### config.mk
export PLATFORM = sky130hd
export DESIGN_NAME = output_pipeline
export DESIGN_NICKNAME = d
export VERILOG_FILES = /design/src/rtl/output_pipeline.sv
export SDC_FILE = /design/constraint.sdc
export NUM_CORES = 1
export LEC_CHECK = 0
export ABC_AREA = 0
export BUFFER_PORTS_ARGS = -buffer_cell sky130_fd_sc_hd__buf_2
export CAP_MARGIN = 10
export CORE_AREA = 3 3 161 241
export CTS_CLUSTER_SIZE = 28
export DETAILED_ROUTE_END_ITERATION = 10
export DIE_AREA = 0 0 164 244
export PLACE_DENSITY = 0.78
export SLEW_MARGIN = 20
export SYNTH_ARGS = -nofsm -noshare
export SYNTH_HDL_FRONTEND = slang
export SYNTH_SLANG_ARGS = --single-unit
### constraint.sdc
create_clock -name clock -period 4.8 [get_ports clock]
set_input_delay 0.96 -clock clock [delete_from_list [all_inputs] [get_ports clock]]
set_output_delay 0.96 -clock clock [all_outputs]
set_load 0.02 [all_outputs]
### src/rtl/output_pipeline.sv
// rtl/output_pipeline.sv - remaps m1 image words through the scratchpad equalization LUT into m4
// Optional build macro: OUTPUT_TAG_CHECK_EN (a lane keeps its source pixel unless the LUT tag is 16'hAAAA)
module output_pipeline #(
  parameter int NUM_WORDS = 4
) (
  input  logic         clock,
  input  logic         rst_n,
  input  logic         start,
  input  logic [127:0] m1ReadVal,
  input  logic [127:0] lutReadVal,
  input  logic         lutBaseOffset,
  output logic [15:0]  m1ReadAddr,
  output logic [15:0]  lutReadAddr,
  output logic [15:0]  m4WriteAddr,
  output logic [127:0] m4WriteVal,
  output logic         m4WE,
  output logic         done
);

  typedef enum logic [2:0] {
    S_IDLE, S_FETCH, S_LATCH, S_LOOKUP, S_COLLECT, S_WRITE, S_DONE
  } state_t;

  localparam logic [15:0] LAST_WORD = 16'(NUM_WORDS - 1);
  localparam logic [15:0] TAG_VALID = 16'hAAAA;

  state_t        state_q, state_d;
  logic          start_q, start_d;
  logic [15:0]   w_q, w_d;
  logic [3:0]    k_q, k_d;
  logic [127:0]  word_q, word_d;
  logic [127:0]  result_q, result_d;
  logic [15:0]   m1_addr_q, m1_addr_d;
  logic [15:0]   lut_addr_q, lut_addr_d;
  logic [15:0]   wr_addr_q, wr_addr_d;
  logic [127:0]  wr_val_q, wr_val_d;
  logic          we_q, we_d;
  logic          done_q, done_d;

  logic          lane_capture;
  logic [3:0]    lane;
  logic [7:0]    lane_pixel;
  logic [7:0]    lane_val;
  logic          unused_bits;

  // start is registered so the FSM leaves IDLE one edge after it is sampled
  assign start_d = (state_q == S_IDLE) && start;

  always_ff @(posedge clock or negedge rst_n) begin
    if (!rst_n) begin
      state_q <= S_IDLE;
      start_q <= 1'b0;
    end else begin
      state_q <= state_d;
      start_q <= start_d;
    end
  end

  always_comb begin
    state_d = state_q;
    case (state_q)
      S_IDLE:    if (start_q) state_d = S_FETCH;
      S_FETCH:   state_d = S_LATCH;
      S_LATCH:   state_d = S_LOOKUP;
      S_LOOKUP:  if (k_q == 4'd15) state_d = S_COLLECT;
      S_COLLECT: state_d = S_WRITE;
      S_WRITE:   state_d = (w_q == LAST_WORD) ? S_DONE : S_FETCH;
      S_DONE:    state_d = S_DONE;
      default:   state_d = S_IDLE;
    endcase
  end

  // LUT data trails its address by one cycle; k has already advanced (and wrapped to 0 in COLLECT)
  assign lane_capture = ((state_q == S_LOOKUP) && (k_q != 4'd0)) || (state_q == S_COLLECT);
  assign lane         = k_q - 4'd1;
  assign lane_pixel   = word_q[{lane, 3'b000} +: 8];

`ifdef OUTPUT_TAG_CHECK_EN
  assign lane_val    = (lutReadVal[31:16] == TAG_VALID) ? lutReadVal[7:0] : lane_pixel;
  assign unused_bits = ^{lutReadVal[127:32], lutReadVal[15:8]};
`else
  assign lane_val    = lutReadVal[7:0];
  assign unused_bits = ^{lutReadVal[127:8], lane_pixel, TAG_VALID};
`endif

  always_comb begin
    w_d        = w_q;
    k_d        = k_q;
    word_d     = word_q;
    result_d   = result_q;
    m1_addr_d  = m1_addr_q;
    lut_addr_d = lut_addr_q;
    wr_addr_d  = wr_addr_q;
    wr_val_d   = wr_val_q;
    we_d       = 1'b0;
    done_d     = (state_d == S_DONE);

    if (state_q == S_LATCH) word_d = m1ReadVal;
    if (state_q == S_LOOKUP) k_d = k_q + 4'd1;
    if ((state_q == S_WRITE) && (state_d == S_FETCH)) w_d = w_q + 16'd1;
    if (lane_capture) result_d[{lane, 3'b000} +: 8] = lane_val;

    // registered outputs are loaded from next-state values so they line up with state_q
    if (state_d == S_FETCH) m1_addr_d = w_d;
    if (state_d == S_LOOKUP) lut_addr_d = {7'b0, lutBaseOffset, word_d[{k_d, 3'b000} +: 8]};
    if (state_d == S_WRITE) begin
      we_d      = 1'b1;
      wr_addr_d = w_q;
      wr_val_d  = result_d;
    end
  end

  always_ff @(posedge clock or negedge rst_n) begin
    if (!rst_n) begin
      w_q        <= '0;
      k_q        <= '0;
      word_q     <= '0;
      result_q   <= '0;
      m1_addr_q  <= '0;
      lut_addr_q <= '0;
      wr_addr_q  <= '0;
      wr_val_q   <= '0;
      we_q       <= 1'b0;
      done_q     <= 1'b0;
    end else begin
      w_q        <= w_d;
      k_q        <= k_d;
      word_q     <= word_d;
      result_q   <= result_d;
      m1_addr_q  <= m1_addr_d;
      lut_addr_q <= lut_addr_d;
      wr_addr_q  <= wr_addr_d;
      wr_val_q   <= wr_val_d;
      we_q       <= we_d;
      done_q     <= done_d;
    end
  end

  assign m1ReadAddr  = m1_addr_q;
  assign lutReadAddr = lut_addr_q;
  assign m4WriteAddr = wr_addr_q;
  assign m4WriteVal  = wr_val_q;
  assign m4WE        = we_q;
  assign done        = done_q;

endmodule

After elaboration in Yosys (flattened, before gate mapping)

Cells that the tools add are included.

Add/sub/neg operators: 4
Equality and inequality tests: 12
Shift-type cells: 3
Mux-type cells: 10
Reduce and logical (&&, ||, !) cells: 6

Operators with widths:

| kind                                                   | count |
|---|---|
| two-way mux 128 bit                                    | 2 |
| bitwise mux 128 bit                                    | 1 |
| variable shift 8 x 9 -> 128 bit (first input constant) | 1 |
| indexed part select 128 x 8 -> 8 bit                   | 1 |
| indexed part select 8 x 9 -> 128 bit                   | 1 |
| one-hot mux 3 bit (7 select lines)                     | 1 |
| adder 16 x 1 -> 16 bit (second input constant)         | 1 |
| == test 16 x 2 -> 1 bit (second input constant)        | 1 |
| two-way mux 16 bit                                     | 1 |
| == test 3 bit (second input constant)                  | 5 |
| == test 3 x 2 -> 1 bit (second input constant)         | 3 |
| two-way mux 3 bit                                      | 3 |
| negator 7 -> 9 bit                                     | 1 |
| == test 3 x 1 -> 1 bit (second input constant)         | 2 |
| adder 4 x 1 -> 4 bit (second input constant)           | 1 |
| == test 4 bit (second input constant)                  | 1 |
| two-way mux 4 bit                                      | 1 |
| nonzero test 4 bit                                     | 1 |
| subtractor 4 x 1 -> 4 bit (second input constant)      | 1 |
| logical AND 1 bit                                      | 3 |
| logical NOT 3 bit                                      | 1 |
| logical OR 1 bit                                       | 1 |
| two-way mux 1 bit                                      | 1 |

Flip-flop bits (word level): 451
Input port bits: 260
Output and inout port bits: 178
Logic and storage cells: 47

Depth between registers and ports, before layout

Gate-level depths: netlist of run 1.

Depth after elaboration: 6
Mapped depth: 12

Least setup slack after synthesis of run 1

Ideal clock, no wire load.

Path type: register to register
Start: register k_q[0]
End: register wr_val_q[65] (netlist: m4WriteVal[65])
Arrival time: 3.324 ns
Setup slack: 1.351 ns
Cell stages (with the launch flop): 11
Cell sequence: dfrtp_1 -> clkbuf_1 -> inv_1 -> ha_1 -> buf_2 -> and4_1 -> or4_1 -> buf_2 -> a2111oi_4 -> mux2_2 -> mux2_2

Longest elaborated chain between the ends: 5
Elaborated cells on any way between the ends: 13
Those cells by class: add/sub (2); eq/ne (2); shift (2); mux (4); reduce/logical (3)

Ends and longest elaborated chain:

| what                                                                                           | RTL line | RTL |
|---|---|---|
| start, declared                                                                                | 30       | `logic [3:0] k_q, k_d;` |
| start signal, assigned                                                                         | 127      | `k_q <= k_d;` |
| subtractor 4 x 1 -> 4 bit                                                                      | 75       | `assign lane = k_q - 4'd1;` |
| negator 7 -> 9 bit                                                                             | 101      | `if (lane_capture) result_d[{lane, 3'b000} +: 8] = lane_val;` |
| indexed part select 8 x 9 -> 128 bit / variable shift 8 x 9 -> 128 bit (equally long branches) | 101      |  |
| bitwise mux 128 bit                                                                            | 101      |  |
| two-way mux 128 bit *                                                                          | 101      |  |
| named net result_d[65]                                                                         | 32       | `logic [127:0] result_q, result_d;` |
| end signal, assigned                                                                           | 133      | `wr_val_q <= wr_val_d;` |
| end, declared                                                                                  | 36       | `logic [127:0] wr_val_q, wr_val_d;` |

Mark *: on every way through the listed nets, which the timed path passes. The rest lies on a longest branch.
A chain may end at the register's enable or synchronous reset.

Worst setup path in the final report of run 1

Start: register k_q[0]
End: register lut_addr_q[3] (netlist: lutReadAddr[3])

Longest elaborated chain between the ends: 4
Elaborated cells on any way between the ends: 7
Those cells by class: add/sub (1); eq/ne (2); shift (1); mux (3)

Ends and longest elaborated chain:

| what                                                                         | RTL line | RTL |
|---|---|---|
| parallel branches: the longest is 4 deep, another holds adder 4 x 1 -> 4 bit | --       |  |
| end signal, assigned                                                         | 131      | `lut_addr_q <= lut_addr_d;` |
| end, declared                                                                | 34       | `logic [15:0] lut_addr_q, lut_addr_d;` |

Parallel ways; which one is timed is not known.

==> flow_summary.json, run 1 <==
{
  "rsz0062_at_grt": "no",
  "post_cts_buffers": 0,
  "h-tree-depth": 2,
  "drt.antenna.violating_nets": 0,
  "cts_tree": "built",
  "first_pass_iters": 7,
  "synth_area_per_cell_sq_um": 12.28,
  "design_area_sq_um": 23770,
  "drc": 0,
  "via_per_inst": 6.069,
  "min_delay_path_depth": 2,
  "cp-end-kind": "flop",
  "syn2layout_area_growth_pct": 17.59,
  "maxCapViolations": 0,
  "min_period_over_period_pct": 79.79,
  "track_usage_pct": 26.78,
  "critPathLaunchType": "flop",
  "io_pins": 438,
  "path_clk_slew_ns": 0.06,
  "globalRouteOverflowTotal": 0,
  "grt_pass1_vias": 15460,
  "num_vias": 14700,
  "cts.sink_count": 451,
  "p_leak_nw": 11.06,
  "cts_resized": 0,
  "drt-total-wl_um": 53530,
  "coreArea_sq_um": 36910,
  "final_core_util_pct": 64.40,
  "insertion_delay_ns": 0.56,
  "critical_path_class": "flop to flop",
  "slew_headroom_pct": 24.40,
  "setup_viol": 0,
  "port_buffers": 310,
  "clock_path_buffers": 3,
  "fmax_mhz": 261.1,
  "hpwl_um": 35880,
  "crit_fanout": 74,
  "cts_inserted_buffers": 44,
  "core.rowCount": 86,
  "dp.cells": 2339,
  "p_total_mw": 16.49,
  "initial_utilization_pct": 54.77,
  "synth_edf_count": 0,
  "die_w_um": 164,
  "dieHeight_um": 244,
  "drive_gt1_share_pct": 35.43,
  "grt_pass1_wl_um": 84740,
  "power.density_nw_per_um2": 693.8,
  "final_nets": 2169,
  "yosys_warnings": 0,
  "grt_max_degree": 114,
  "worstMarginPinSlew_ns": 1.134,
  "ys_types": 57,
  "peakVddDrop_uv": 470.1,
  "synthesis.area_sq_um": 20210,
  "wire_per_inst_um": 22.10,
  "hold_violations": 0,
  "drtIter0Drc": 1323,
  "fill_cells": 2749,
  "crit_required_ns": 5.24,
  "seq_area_frac_synth_pct": 55.83,
  "cp.arrival_ns": 4.27,
  "synthCells": 1646,
  "post-route-min-period_ns": 3.830,
  "finalClockSkew_ns": 0.01600,
  "setup_tns_ns": 0,
  "holdBufCountCts": 0,
  "slew_violations": 0,
  "die_area_sq_um": 40020,
  "antenna_found_initial": 10,
  "cts_root_buffer": "clkbuf_16",
  "fin_cells": 2422,
  "synthFlopType": "dfrtp_1",
  "min_path_type": "flop to flop",
  "gp_congestion": 0.8477,
  "status": "complete, no violations",
  "synth-seq-cells": 451,
  "ys_async_sr_fraction_pct": 100.0,
  "reg2regPathDepth": 9,
  "placed_area_sq_um": 22170
}
[stage by stage]
step | hold WS (ns) | setup slack [ns]
6_report | 0.4629 | 0.9699
5_1_grt | 0.4819 | 0.7734
4_1_cts | 0.4687 | 0.8574
3_5_place_dp | 0.4542 | 0.9176
3_3_place_gp | 0.4448 | 1.024
2_1_floorplan | 0.4332 | 1.351
[power by group]
group	internal [mW]	switching (mW)	leakage (nW)
sequential	5.13	0.694	5.47
clock	2.23	1.52	0.768
combinational	2.75	4.17	4.82
total	10.1	6.38	11.1
[Yosys cell counts (3+ instances only)]
master	count	area, sq um
buf_1	7	26.28
buf_4	8	60.06
buf_2	10	50.05
mux2_2	191	2151
o22a_1	24	210.2
a22o_1	23	201.4
nand2_1	165	619.3
inv_1	4	15.01
mux2i_1	37	370.4
nand3_1	13	65.06
a211o_1	9	78.83
o21ai_0	87	435.4
a211oi_1	3	22.52
dfrtp_1	451	11290
a21oi_1	26	130.1
a21boi_0	19	142.6
a21boi_1	5	37.54
nand4b_1	6	52.55
o2111ai_1	5	43.79
xnor2_1	16	140.1
and3_1	7	43.79
a31oi_1	71	444.2
nor2_1	78	292.8
o211ai_1	6	45.04
nor3b_1	6	45.04
clkbuf_1	107	401.6
or2_2	10	62.56
nor2b_1	3	18.77
xor2_1	5	43.79
nor3_1	5	25.02
ha_1	7	87.58
nand4_1	59	369.1
o31ai_1	9	67.56
a21o_1	46	345.3
o21a_1	3	22.52
and2_1	24	150.1
mux4_2	61	1374
nor4_1	5	31.28
[cells by family (layout without fill, tap and decap cells)]
kind of cell,Yosys count,count (layout),share of synthesized area (%)
flops,451,451,55.83
simple gates,394,394,9.303
compound gates,346,346,11.48
mux,289,289,19.27
buf+inv,137,421,2.754
xor+xnor,21,21,0.9098
fa+ha+maj,7,7,0.4333
other cells,1,9,0.01855
[cells in the final DEF (no fill, tap or decap), types with 6 or more instances in the layout]
cell	count
mux4_2	61
or2_2	10
mux2_2	191
clkbuf_16	44
and3_1	7
nand2_1	165
nand4b_1	6
o31ai_1	9
a21oi_1	26
and2_1	24
buf_2	309
bufinv_16	7
a22o_1	23
o21ai_0	87
o211ai_1	6
o22a_1	24
buf_4	20
xnor2_1	16
dfrtp_1	449
mux2i_1	37
a31oi_1	71
nand3_1	13
a21boi_0	19
clkbuf_8	10
nand4_1	59
buf_12	6
a21o_1	46
nor2_1	77
ha_1	7
clkinv_2	7
conb_1	7
a211o_1	9
[area by class of cell]
class | instances | area (sq um) | share of cell area [%]
antenna | 2 | 5.005 | 0.02105
multi-input combinational | 1064 | 8433 | 35.48
inverter | 5 | 23.77 | 0.1000
sequential | 451 | 11290 | 47.51
clock buffer | 59 | 1257 | 5.290
timing repair buffer | 336 | 1832 | 7.706
clock inverter | 21 | 320.3 | 1.348
tap | 484 | 605.6 | 2.548
[worst max-delay path: stages (launching register included)]
cell and delay (ns):
dfrtp_4 0.51, buf_4 0.80, ha_1 0.31, nand4b_1 0.11, xor2_1 0.17, buf_4 0.20, inv_2 0.66, mux2i_1 0.34
mux2i_1 0.23, a211o_1 0.34
[path summary, 6_finish.rpt]
| kind | startpoint | to | slack (ns) |
|---|---|---|---|
| worst max register to register | k_q[0] | lutReadAddr[3] | 0.97 |
| worst min-delay path | result_q[4] | result_q[4] | 0.46 |
| worst min register to register | result_q[4] | result_q[4] | 0.46 |
| max in group asynchronous | rst_n | m4WriteVal[48] | 3.21 |
| min in group asynchronous | rst_n | word_q[117] | 0.50 |
| worst max-delay path | k_q[0] | lutReadAddr[3] | 0.97 |
[metal layers]
layer | vias up | global-route usage [%] | share of wire [%]
met5 | - | 0 | 0.13
met4 | 12 | 11.13 | 4.1
met3 | 129 | 6.829 | 8.0
met2 | 590 | 45.77 | 51
met1 | 7426 | 32.17 | 37
li1 | 6543 | - | -
[state kept, by name, summed over array words and instances, names as in the netlist]
name / cells
result_q: 128
k_q: 4
m1ReadAddr: 16
w_q: 16
done: 1
word_q: 128
start_q: 1
m4WriteAddr: 16
state_q: 3
lutReadAddr: 9
m4WriteVal: 128
m4WE: 1
No activity file was read; power rests on OpenSTA's default activity.
==> run 2: changes to the inputs <==
--- a/config.mk
+++ b/config.mk
@@ -8,11 +8,11 @@
 export ABC_AREA = 0
 export BUFFER_PORTS_ARGS = -buffer_cell sky130_fd_sc_hd__buf_2
 export CAP_MARGIN = 10
-export CORE_AREA = 3 3 161 241
+export CORE_AREA = 3 3 169 253
 export CTS_CLUSTER_SIZE = 28
 export DETAILED_ROUTE_END_ITERATION = 10
-export DIE_AREA = 0 0 164 244
-export PLACE_DENSITY = 0.78
+export DIE_AREA = 0 0 172 256
+export PLACE_DENSITY = 0.74
 export SLEW_MARGIN = 20
 export SYNTH_ARGS = -nofsm -noshare
 export SYNTH_HDL_FRONTEND = slang
==> constraint.sdc (replaced) <==
create_clock -name clock -period 3.1 [get_ports clock]
set_input_delay 0.62 -clock clock [delete_from_list [all_inputs] [get_ports clock]]
set_output_delay 0.62 -clock clock [all_outputs]
set_load 0.02 [all_outputs]
==> run 2 against run 1 <==
Effect of this change: wire length rose by 1.4%; first-iteration DRC count is 12% lower; sequential share of layout area fell by 0.75 points; critical path depth is 1 lower; utilization shrank 5.5 points; cell count increased by 3.1%; largest cell class unchanged; largest power group unchanged.
==> flow_summary.json, run 2 (synthesis results as in run 1) <==
{
  "status": "complete, no violations",
  "cp.arrival_ns": 3.42,
  "slowest_stage": "or4_1",
  "worstMarginPinSlew_ns": 0.9764,
  "gp_congestion": 0.8168,
  "grt_pass1_vias": 15230,
  "clock_path_buffers": 3,
  "port_buffers": 310,
  "maxCapViolations": 0,
  "drtIter0Drc": 1158,
  "dieHeight_um": 256,
  "mostFrequentLayoutCell": "dfrtp_1",
  "reg2reg_from": "k_q[0]",
  "post_cts_buffers": 0,
  "cts_inserted_buffers": 44,
  "grt_max_degree": 131,
  "cts_tree": "built",
  "crit_fanout": 8,
  "initial_utilization_pct": 49.32,
  "reg2regPathDepth": 8,
  "setup_viol": 0,
  "multi_input_area_sq_um": 8447,
  "critical_path_class": "flop to flop",
  "die_w_um": 172,
  "min_path_type": "input port to flop",
  "die_area_sq_um": 44030,
  "slew_headroom_pct": 34.77,
  "cts_root_buffer": "clkbuf_16",
  "hpwl_um": 37280,
  "drive_gt1_share_pct": 36.89,
  "core.rowCount": 91,
  "rsz0062_at_grt": "no",
  "final_nets": 2212,
  "p_total_mw": 25.78,
  "p_leak_nw": 11.25,
  "hold_slack_ns": 0.2977,
  "syn2layout_area_growth_pct": 19.47,
  "cts.sink_count": 451,
  "drc": 0,
  "fin_ws_ns": 0.1240,
  "layout.cells.most_common_list": "dfrtp_1, buf_2, mux2_2",
  "drt.antenna.violating_nets": 0,
  "antenna_found_initial": 10,
  "drt-total-wl_um": 54250,
  "power.density_nw_per_um2": 1068,
  "globalRouteOverflowTotal": 0,
  "track_usage_pct": 24.42,
  "insertion_delay_ns": 0.57,
  "fill_cells": 3349,
  "wire_per_inst_um": 21.74,
  "first_pass_iters": 5,
  "crit_path_max_incr_delay_ns": 0.55,
  "min_delay_path_depth": 2,
  "dp_slack_ns": 0.04124,
  "crit_required_ns": 3.55,
  "coreArea_sq_um": 40990,
  "min_period_over_period_pct": 96.00,
  "num_vias": 14790,
  "h-tree-depth": 2,
  "min_to": "lutReadAddr[8]",
  "hold_start": "lutBaseOffset",
  "via_per_inst": 5.925,
  "hold_violations": 0,
  "post-route-min-period_ns": 2.976,
  "r2r_slack_ns": 0.12,
  "io_pins": 438,
  "reg2reg_to": "m4WriteVal[68]",
  "slew_violations": 0,
  "critPathLaunch": "k_q[0]",
  "critPathLaunchType": "flop",
  "seqCellArea_sq_um": 11290,
  "crit_top_cell": "mux2_2",
  "grt_pass1_wl_um": 85220,
  "peakVddDrop_uv": 734.3,
  "finalClockSkew_ns": 0.02013,
  "crit_chain": "inv_4 -> ha_2 -> and4bb_2 -> or4_1 -> a2111oi_4 -> buf_6 -> mux2_2 -> mux2_2",
  "cp-end-kind": "flop",
  "fmax_mhz": 336.0,
  "path_clk_slew_ns": 0.07
}
[run 2: worst max-delay path by stage]
stage,to,slack (ns)
3_5_place_dp,m4WriteVal[68],0.04
3_3_place_gp,m4WriteVal[69],0.11
2_1_floorplan,m4WriteVal[65],-0.03
5_1_grt,m4WriteVal[68],0.02
6_report,m4WriteVal[68],0.12
4_1_cts,m4WriteVal[68],0.03
[run 2: timing repair]
action	in CTS	in global routing
hold buffers	1	0
gates resized for setup	0	4
endpoints found under the setup margin	0	14
hold endpoints to repair	40	0
[run 2: metal layers]
layer	vias to the layer above	wire [um]	track usage (%)
met5	-	71	0
met4	10	2028	9.099
met3	118	3790	6.103
met2	515	27580	40.87
met1	7523	20780	30.53
li1	6622	-	-
[run 2: stage by stage]
step	area (sq um)	std cells	util, %	TNS, ns
floorplan	20280	1652	-	-0.1905
global placement	22620	2409	55.19	0
detailed placement	22620	2409	55.19	0
CTS	24120	2490	58.85	0
global route	24140	2494	58.90	0
finish	24150	2496	58.92	0
[run 2: critical path, delay by kind of cell, from the launching register on]
kind / cells / cell delay (ns)
DFF: 1 / 0.49
buffers and inverters: 2 / 0.28
adders and majority gates: 1 / 0.24
muxes: 2 / 0.62
and+or+nand+nor: 2 / 0.84
AOI/OAI and AO/OA: 1 / 0.40
[run 2: final cells by class]
type / instances / share of cell area, %
Clock buffer: 62 / 5.295
Inverter: 5 / 0.1088
Timing Repair Buffer: 379 / 9.274
Clock inverter: 18 / 0.8704
Antenna cell: 6 / 0.06217
Sequential cell: 451 / 46.76
Tap cell: 511 / 2.648
Multi-Input combinational cell: 1064 / 34.98
[run 2: power by group]
part           total, mW  switching, mW  internal, mW
clock               5.48           2.33          3.15
combinational       11.4           6.66          4.74
sequential          8.91          0.965          7.95
==> run 3: changes to the inputs <==
--- a/config.mk
+++ b/config.mk
@@ -8,11 +8,11 @@
 export ABC_AREA = 0
 export BUFFER_PORTS_ARGS = -buffer_cell sky130_fd_sc_hd__buf_2
 export CAP_MARGIN = 10
-export CORE_AREA = 3 3 169 253
+export CORE_AREA = 3 3 188 282
 export CTS_CLUSTER_SIZE = 28
 export DETAILED_ROUTE_END_ITERATION = 10
-export DIE_AREA = 0 0 172 256
-export PLACE_DENSITY = 0.74
+export DIE_AREA = 0 0 191 285
+export PLACE_DENSITY = 0.62
 export SLEW_MARGIN = 20
 export SYNTH_ARGS = -nofsm -noshare
 export SYNTH_HDL_FRONTEND = slang
==> run 3 against run 2 <==
Effect of this change: sequential cell count stayed put; non-clock buffer count is 4 lower; cell count is 6.0% higher; wire length is 4.1% higher; utilization is 11 points lower; critical path type unchanged; largest power group unchanged; clock skew is 0.0085 ns lower.
==> flow_summary.json, run 3 (synthesis results as in run 1) <==
{
  "status": "complete, no violations",
  "layout.cells.most_common_list": "dfrtp_1, buf_2, mux2_2",
  "wire_per_inst_um": 21.33,
  "syn2layout_area_growth_pct": 20.31,
  "drt.antenna.violating_nets": 0,
  "setup_tns_ns": 0,
  "initial_utilization_pct": 39.89,
  "grt_max_degree": 94,
  "gp_congestion": 0.8172,
  "fmax_mhz": 334.9,
  "clock_path_buffers": 3,
  "reg2reg_from": "k_q[0]",
  "cts_root_buffer": "clkbuf_16",
  "coreArea_sq_um": 50670,
  "path_clk_slew_ns": 0.06,
  "cp-end-kind": "flop",
  "track_usage_pct": 20.76,
  "grt_pass1_wl_um": 89200,
  "num_vias": 14550,
  "globalRouteOverflowTotal": 0,
  "h-tree-depth": 2,
  "post-route-min-period_ns": 2.986,
  "min_path_type": "input port to asynchronous set/reset pin",
  "design_area_sq_um": 24320,
  "rsz0062_at_grt": "no",
  "cts.sink_count": 451,
  "setup_viol": 0,
  "r2r_slack_ns": 0.11,
  "insertion_delay_ns": 0.57,
  "placed_area_sq_um": 22860,
  "fill_cells": 4635,
  "dieHeight_um": 285,
  "finalClockSkew_ns": 0.01167,
  "antenna_found_initial": 11,
  "post_cts_buffers": 0,
  "hold_violations": 0,
  "cts_inserted_buffers": 46,
  "holdBufCountCts": 0,
  "cp.arrival_ns": 3.44,
  "final_nets": 2210,
  "hpwl_um": 39250,
  "critPathLaunchType": "flop",
  "drc": 0,
  "p_leak_nw": 11.24,
  "slew_headroom_pct": 26.85,
  "min_period_over_period_pct": 96.33,
  "port_buffers": 310,
  "critPathLaunch": "k_q[0]",
  "crit_fanout": 8,
  "maxCapViolations": 0,
  "worstMarginPinSlew_ns": 1.095,
  "io_pins": 438,
  "drive_gt1_share_pct": 36.58,
  "first_pass_iters": 5,
  "via_per_inst": 5.496,
  "die_w_um": 191,
  "mostFrequentLayoutCell": "dfrtp_1",
  "peakVddDrop_uv": 746.7,
  "cts_tree": "built",
  "crit_required_ns": 3.56,
  "drt-total-wl_um": 56460,
  "slew_violations": 0,
  "core.rowCount": 101,
  "power.density_nw_per_um2": 1061,
  "die_area_sq_um": 54440,
  "critical_path_class": "flop to flop",
  "grt_pass1_vias": 15470,
  "drtIter0Drc": 657
}
-- run 3: changes by cell type in the layout (fill, tap and decap cells not counted), moves of 2 or more --
cell	previous run	this run
clkinv_8	3	0
clkbuf_1	7	12
clkbuf_16	44	47
clkinvlp_4	3	1
buf_12	12	17
bufinv_16	3	1
inv_6	1	4
buf_4	54	46
clkbuf_8	11	6
diode_2	6	4
-- run 3: cell type report --
cell class	instances	area [sq um]	share of cell area, %
diodes	4	10.01	0.04116
clock buffers	65	1304	5.361
clock inverters	14	123.9	0.5093
inverters	5	26.28	0.1080
multi-input cells	1064	8456	34.77
flip-flops and latches	451	11290	46.44
well taps	669	837.1	3.442
repair buffers	375	2270	9.333
-- run 3: path summary, 6_finish.rpt --
| check | end | cells after the start |
|---|---|---|
| max in group asynchronous | word_q[11] | 2 |
| setup / recovery | m4WriteVal[65] | 8 |
| hold / removal | m4WriteVal[121] | 1 |
| setup reg to reg | m4WriteVal[65] | 8 |
| hold reg to reg | result_q[6] | 2 |
| min in group clock | lutReadAddr[8] | 2 |
-- run 3: through the flow --
stage          hold slack, ns  cells  setup slack [ns]  power, mW  utilization, %
2_1_floorplan          0.3244   1652          -0.02722      16.57               -
3_3_place_gp           0.4469   2564          -0.01465      20.25           45.12
3_5_place_dp           0.4543   2564           -0.1136      20.64           45.12
4_1_cts               0.03329   2643          0.007664      26.14           47.94
5_1_grt               0.05577   2646           0.01771      27.46           47.99
6_report            0.0006732   2647            0.1138      25.79           47.99
-- run 3: timing repair --
item,4_1_cts,5_1_grt
resized for setup,1,4
setup endpoints to repair,1,20
cloned,0,0
-- run 3: report_power, final --
group | internal (mW) | switching, mW
clock network | 3.02 | 2.34
logic | 4.81 | 6.77
registers | 7.95 | 0.906
-- run 3: critical path, cell delays in order (launching register included) --
cell and delay (ns):
dfrtp_4 0.48, inv_4 0.10, ha_2 0.26, and4bb_2 0.29, or4_1 0.55, a2111oi_4 0.38
buf_6 0.20, mux2_2 0.35, mux2_2 0.26
-- run 3: per-layer routing --
layer	share of wire, %	vias to the layer above	track usage [%]
met4	2.6	10	5.948
met5	0.12	-	0
met1	38	7440	24.05
met3	6.1	87	4.956
met2	53	406	37.93
li1	-	6606	-
